==> src/rtl/expr_arbiter.sv <==
// Round-robin arbiter sharing one non-pipelined expr core between two requesters.
// It holds the operand for LATENCY cycles, then returns the captured result on the winner's channel.
module expr_arbiter #(
  parameter int LATENCY = 56,
  parameter int CNT_W   = 6
) (
  input  logic        clk,
  input  logic        reset,
  input  logic        req0_valid,
  input  logic [31:0] req0_x,
  output logic        req0_ready,
  output logic        resp0_valid,
  output logic [31:0] resp0_data,
  input  logic        resp0_ready,
  input  logic        req1_valid,
  input  logic [31:0] req1_x,
  output logic        req1_ready,
  output logic        resp1_valid,
  output logic [31:0] resp1_data,
  input  logic        resp1_ready,
  output logic [31:0] core_x,
  input  logic [31:0] core_result,
  output logic        busy
);

  typedef enum logic [1:0] {
    IDLE = 2'd0,
    BUSY = 2'd1,
    RESP = 2'd2
  } state_t;

  localparam logic [CNT_W-1:0] CNT_LAST = CNT_W'(LATENCY - 1);

  state_t      state, state_next;
  logic        gnt, gnt_next;
  logic        prio, prio_next;
  logic [CNT_W-1:0] cnt, cnt_next;
  logic [31:0] core_x_next;
  logic [31:0] resp_data, resp_data_next;
  logic        any_req;
  logic        win;
  logic        owner_ready;

  // Requester 1 wins when it is alone, or on a tie when it holds priority.
  assign any_req     = req0_valid | req1_valid;
  assign win         = (req0_valid && req1_valid) ? prio : req1_valid;
  assign owner_ready = gnt ? resp1_ready : resp0_ready;

  always_ff @(posedge clk or negedge reset) begin
    if (!reset) begin
      state     <= IDLE;
      gnt       <= 1'b0;
      prio      <= 1'b0;
      cnt       <= '0;
      core_x    <= '0;
      resp_data <= '0;
    end else begin
      state     <= state_next;
      gnt       <= gnt_next;
      prio      <= prio_next;
      cnt       <= cnt_next;
      core_x    <= core_x_next;
      resp_data <= resp_data_next;
    end
  end

  always_comb begin
    state_next     = state;
    gnt_next       = gnt;
    prio_next      = prio;
    cnt_next       = cnt;
    core_x_next    = core_x;
    resp_data_next = resp_data;
    // Ready is gated by reset so every output reads 0 while reset is held.
    req0_ready     = reset && (state == IDLE) && any_req && !win;
    req1_ready     = reset && (state == IDLE) && any_req && win;
    resp0_valid    = (state == RESP) && !gnt;
    resp1_valid    = (state == RESP) && gnt;
    resp0_data     = resp_data;
    resp1_data     = resp_data;
    busy           = (state != IDLE);

    case (state)
      IDLE: begin
        if (any_req) begin
          state_next  = BUSY;
          gnt_next    = win;
          cnt_next    = '0;
          core_x_next = win ? req1_x : req0_x;
        end
      end
      BUSY: begin
        cnt_next = cnt + CNT_W'(1);
        if (cnt == CNT_LAST) begin
          resp_data_next = core_result;
          state_next     = RESP;
        end
      end
      RESP: begin
        if (owner_ready) begin
          state_next = IDLE;
          prio_next  = ~gnt;
        end
      end
      default: state_next = IDLE;
    endcase
  end

endmodule

==> config.mk <==
export PLATFORM = sky130hd
export DESIGN_NAME = expr_arbiter
export DESIGN_NICKNAME = d
export VERILOG_FILES = /design/src/rtl/expr_arbiter.sv
export SDC_FILE = /design/constraint.sdc
export NUM_CORES = 1
export LEC_CHECK = 0
export BUFFER_PORTS_ARGS = -buffer_cell sky130_fd_sc_hd__buf_2
export CAP_MARGIN = 5
export CORE_UTILIZATION = 44
export DETAILED_ROUTE_END_ITERATION = 16
export PLACE_DENSITY = 0.8
export SLEW_MARGIN = 20
export SYNTH_ARGS = -nofsm -noshare
export SYNTH_HDL_FRONTEND = slang
export SYNTH_SLANG_ARGS = --single-unit
==> constraint.sdc <==
create_clock -name clk -period 2 [get_ports clk]
set_input_delay 0.2 -clock clk [delete_from_list [all_inputs] [get_ports clk]]
set_output_delay 0.2 -clock clk [all_outputs]
set_load 0.02 [all_outputs]
==> impl_summary.txt <==
----------------------------------------------------
[Run status]
  Status ... finished, final reports clean

[Floorplanning]
  Die height ... 92.5 µm
  Placeable core region ... 7850 µm²
  Number of cell rows ... 32
  Top-level I/O count ... 203
  Die ar. ... 8560 µm²
  Initial core utilization ... 46.0%
  Overall die width ... 92.5 µm

[Logic synthesis]
  Adder-Cell Fraction of Synth Area ... 0.347%
  Average size of a mapped cell ... 11.7 µm²
  XOR/XNOR share of the synthesized area ... 0.243%
  Total standard cell area after synthesis ... 3610 µm²
  Sequential share of the synthesized area ... 51.3%
  Post-Synthesis Net Count ... 412
  Synth warn ... 0
  Multiplexer area fraction after synthesis ... 10.8%
  Most used standard cell by instance count after synthesis ... dfrtp_1
  Count of flip-flops with a built-in enable after synthesis ... 0
  Largest area contributor in the synthesized netlist ... dfrtp_1
  Most common flop cell mapped by yosys ... dfrtp_1
  Top area cells in the synthesized netlist ... dfrtp_1 (51%), mux2_2 (9.4%), a2bb2oi_1 (7.8%), a311oi_1 (7.8%), buf_4 (6.7%)
  Compound-gate portion of the synthesized area ... 22.6%
  Number of storage elements in the synthesis netlist ... 74
  Commonest cells post-synth ... dfrtp_1 (74), o21ai_0 (38), a2bb2oi_1 (32), a311oi_1 (32), buf_4 (32)
  Synth unique cells ... 34
  Area share of the largest cell type after synthesis ... 51.3%
  Synth async-reset ratio ... 100%
  Synth Area in Simple Gates ... 4.06%
  Synthesized instance count ... 309
  Main combinational cell family by area after synthesis ... compound AO/OA/AOI/OAI gates

[Clock network]
  Inserted Clock Buffers ... 9
  Clock slew at the register clock pins of the worst setup and hold paths ... 80 ps
  Buffers from clock root to sink, at most ... 2
  Postcts setup bufs ... 0
  Clock sink count ... 74
  CTS H-tree lvls ... 3
  Number of gates resized after cts ... 0
  Clock insertion delay at the later pin of the skew report ... 330 ps
  CTS Root Buffer Type ... clkbuf_8
  Number of buffers inserted by hold repair at cts ... 1
  CTS tree ... yes

[Setup path]
  Category of the worst setup path capture point ... output port
  Biggest cell delay along the critical path ... 400 ps
  Maximum fanout along the worst path ... 4
  Category of cells accounting for the largest share of critical-path delay ... simple AND/OR/NAND/NOR gates
  Endpoint of the worst-slack reg-to-reg timing path ... resp0_data[4]
  Worst r2r path cells ... 5
  WP data arrival ... 1630 ps
  Critical Path RT ... 1800 ps
  Standard cell with the maximum stage delay on the critical path ... dfrtp_1
  Worst reg2reg startpoint ... cnt[0]
  Type of origin of the critical path ... flop
  Crit path buffers/inverters ... 1
  R2R setup slack ... 210 ps
  Critical-path cell list ... nor2_1 -> o21ai_0 -> nor3b_1 -> buf_2
  Crit Path Category ... reg -> out

[Global route]
  Antenna violations before repair ... 0
  Maximum number of pins on one net before global-route repair ... 35
  Tot GR Track Use ... 23.2%
  Total global routing overflow ... 0
  Number of global-route vias before repair ... 3091
  Wire length of the first global-routing pass ... 15.4 mm

[Drt]
  DRC violation total after the first TritonRoute iteration ... 100
  Detailed Routing Iterations Pass 1 ... 4
  Antenna viol nets, final ... 0
  Wirelength, routed ... 9.76 mm
  Post-detailed-route DRC marker count ... 0
  Average wire per cell in the routed design ... 16.7 µm
  Vias after detailed routing ... 3219
  Detail-routed via count per cell ... 5.52

[Final layout]
  Area of combinational cells with multiple inputs ... 1380 µm²
  Fill cell count ... 673
  Sequential cell area ... 1850 µm²
  Number of antenna diodes ... 0
  Number of nets in the finished design ... 580
  Share of cells above drive strength 1 ... 54.9%
  Total non-filler cell area in the finished layout ... 4700 µm²
  Area Growth Syn to Fin ... 30.2%

[Placed design]
  Port Buffers ... 202
  Cell area after placement ... 4520 µm²
  DP Wirelength ... 7.01 mm
  GP Congestion ... 0.838
  Pre-CTS WS ... 225 ps

[STA]
  Final hold violation count ... 0
  Aggregate negative setup slack ... 0 ps
  Final Skew ... 13.0 ps
  Timing-limited maximum frequency ... 0.548 GHz
  Fin. max-slew vios ... 0
  RSZ-0062 raised after global routing ... no
  Number of failing setup endpoints in the final timing report ... 0
  Headroom to the max-slew limit ... 71.0%
  Slew @ Worst Pin ... 431 ps
  Final setup slack of the worst path ... 174 ps
  Fin crit period ... 1830 ps
  Share of the cycle needed by the critical path after routing ... 91.3%

[Min path]
  Class of the most critical hold timing path ... in -> reg
  Number of stages on the worst hold path ... 2
  Origin of the worst min-delay path ... core_result[27]
  Endpoint of the worst hold-timing path ... resp0_data[27]

[Power]
  Leakage ... 2.19 nW
  Power density normalized to cell area ... 1120 nW/µm²
  Max IR drop VDD ... 0.823 mV

[Flow run]
  MaxCap Viol Count ... 0

----------------------------------------------------
-- kinds of logic after synthesis --
family,Yosys count
fa+ha+maj,1
buf+inv,62
flops,74
compound gates,111
mux,35
simple gates,25
xor+xnor,1
-- per-stage QoR --
stage                     std cells  hold slack [ps]  util [%]  total power, mW
after global routing            583             78.4      59.9             5.53
after global placement          567             92.0      57.6             4.19
final                           583             97.0      59.9             5.25
after CTS                       583             77.1      59.9             5.29
after floorplan                 309            -95.6         -             3.53
after detailed placement        567             99.8      57.6             4.25
-- metal layers --
layer / up-vias / share of wire (%) / GRT usage, % / wire [µm]
met5: - / 0 / 0 / 0
met3: 19 / 10 / 6.81 / 992
met1: 1551 / 40 / 28.3 / 3950
met4: 0 / 1.8 / 9.77 / 180
li1: 1470 / - / - / -
met2: 179 / 48 / 38.1 / 4640
-- worst max path at each step --
stage                        start              to  slack [ps]  cells after the start
after floorplan             cnt[0]  resp0_data[10]         260                      5
after global placement      cnt[0]  resp0_data[24]         290                      5
after detailed placement    cnt[0]   resp0_data[4]         220                      5
after CTS                 state[0]      req0_ready         170                      4
after global routing      state[0]      req0_ready          70                      4
final                     state[0]      req0_ready         170                      4
-- layout by cell type (no fill, tap or decap) --
cell type      netlist  routed
a21o_1               1       1
a21oi_1              2       2
a22o_1               1       1
a2bb2oi_1           32      32
a311oi_1            32      32
a31o_2               1       1
and2_1               1       1
and3_1               1       1
buf_12               0       3
buf_2                5     201
buf_4               32      11
clkbuf_1            18       1
clkbuf_8             0      11
clkinv_2             0       3
dfrtp_1             74      74
dlygate4sd3_1        0       1
ha_1                 1       1
inv_1                3       3
mux2_1               2       2
mux2_2              30      30
mux2i_1              3       3
nand2_1              5       5
nand2b_1             3       3
nand3_1              2       2
nor2_1               4       3
nor2_2               1       2
nor2b_1              3       2
nor2b_2              0       1
nor3_1               2       2
nor3b_1              1       1
nor4_4               1       1
o211ai_1             2       2
o21ai_0             38      38
o22ai_1              1       1
o2bb2ai_1            1       1
or2b_1               1       1
xor2_1               1       1
-- area by class of cell --
type	instances	area share, %
Sequential cell	74	39.4
Clock inverter	3	0.320
Multi-Input combinational cell	173	29.3
Inverter	3	0.240
Clock buffer	12	3.30
Timing Repair Buffer	216	24.7
Tap cell	102	2.72
-- sequential cells by signal, summed over array words and instances, names as in the netlist --
signal	flops
state	2
gnt	1
core_x	32
resp0_data	32
cnt	6
prio	1
-- worst reg2reg max path, delay by kind of cell (launching register included) --
family / cells / cell delay (ps)
adders and majority gates: 1 / 230
buffers and inverters: 1 / 240
DFF: 1 / 390
muxes: 1 / 380
and+or+nand+nor: 2 / 430
-- report_power, final --
| group | internal, mW | switching (mW) |
|---|---|---|
| clock | 0.507 | 0.522 |
| sequential | 1.93 | 0.297 |
| combinational | 0.868 | 1.12 |
No activity file was read; power rests on OpenSTA's default activity.
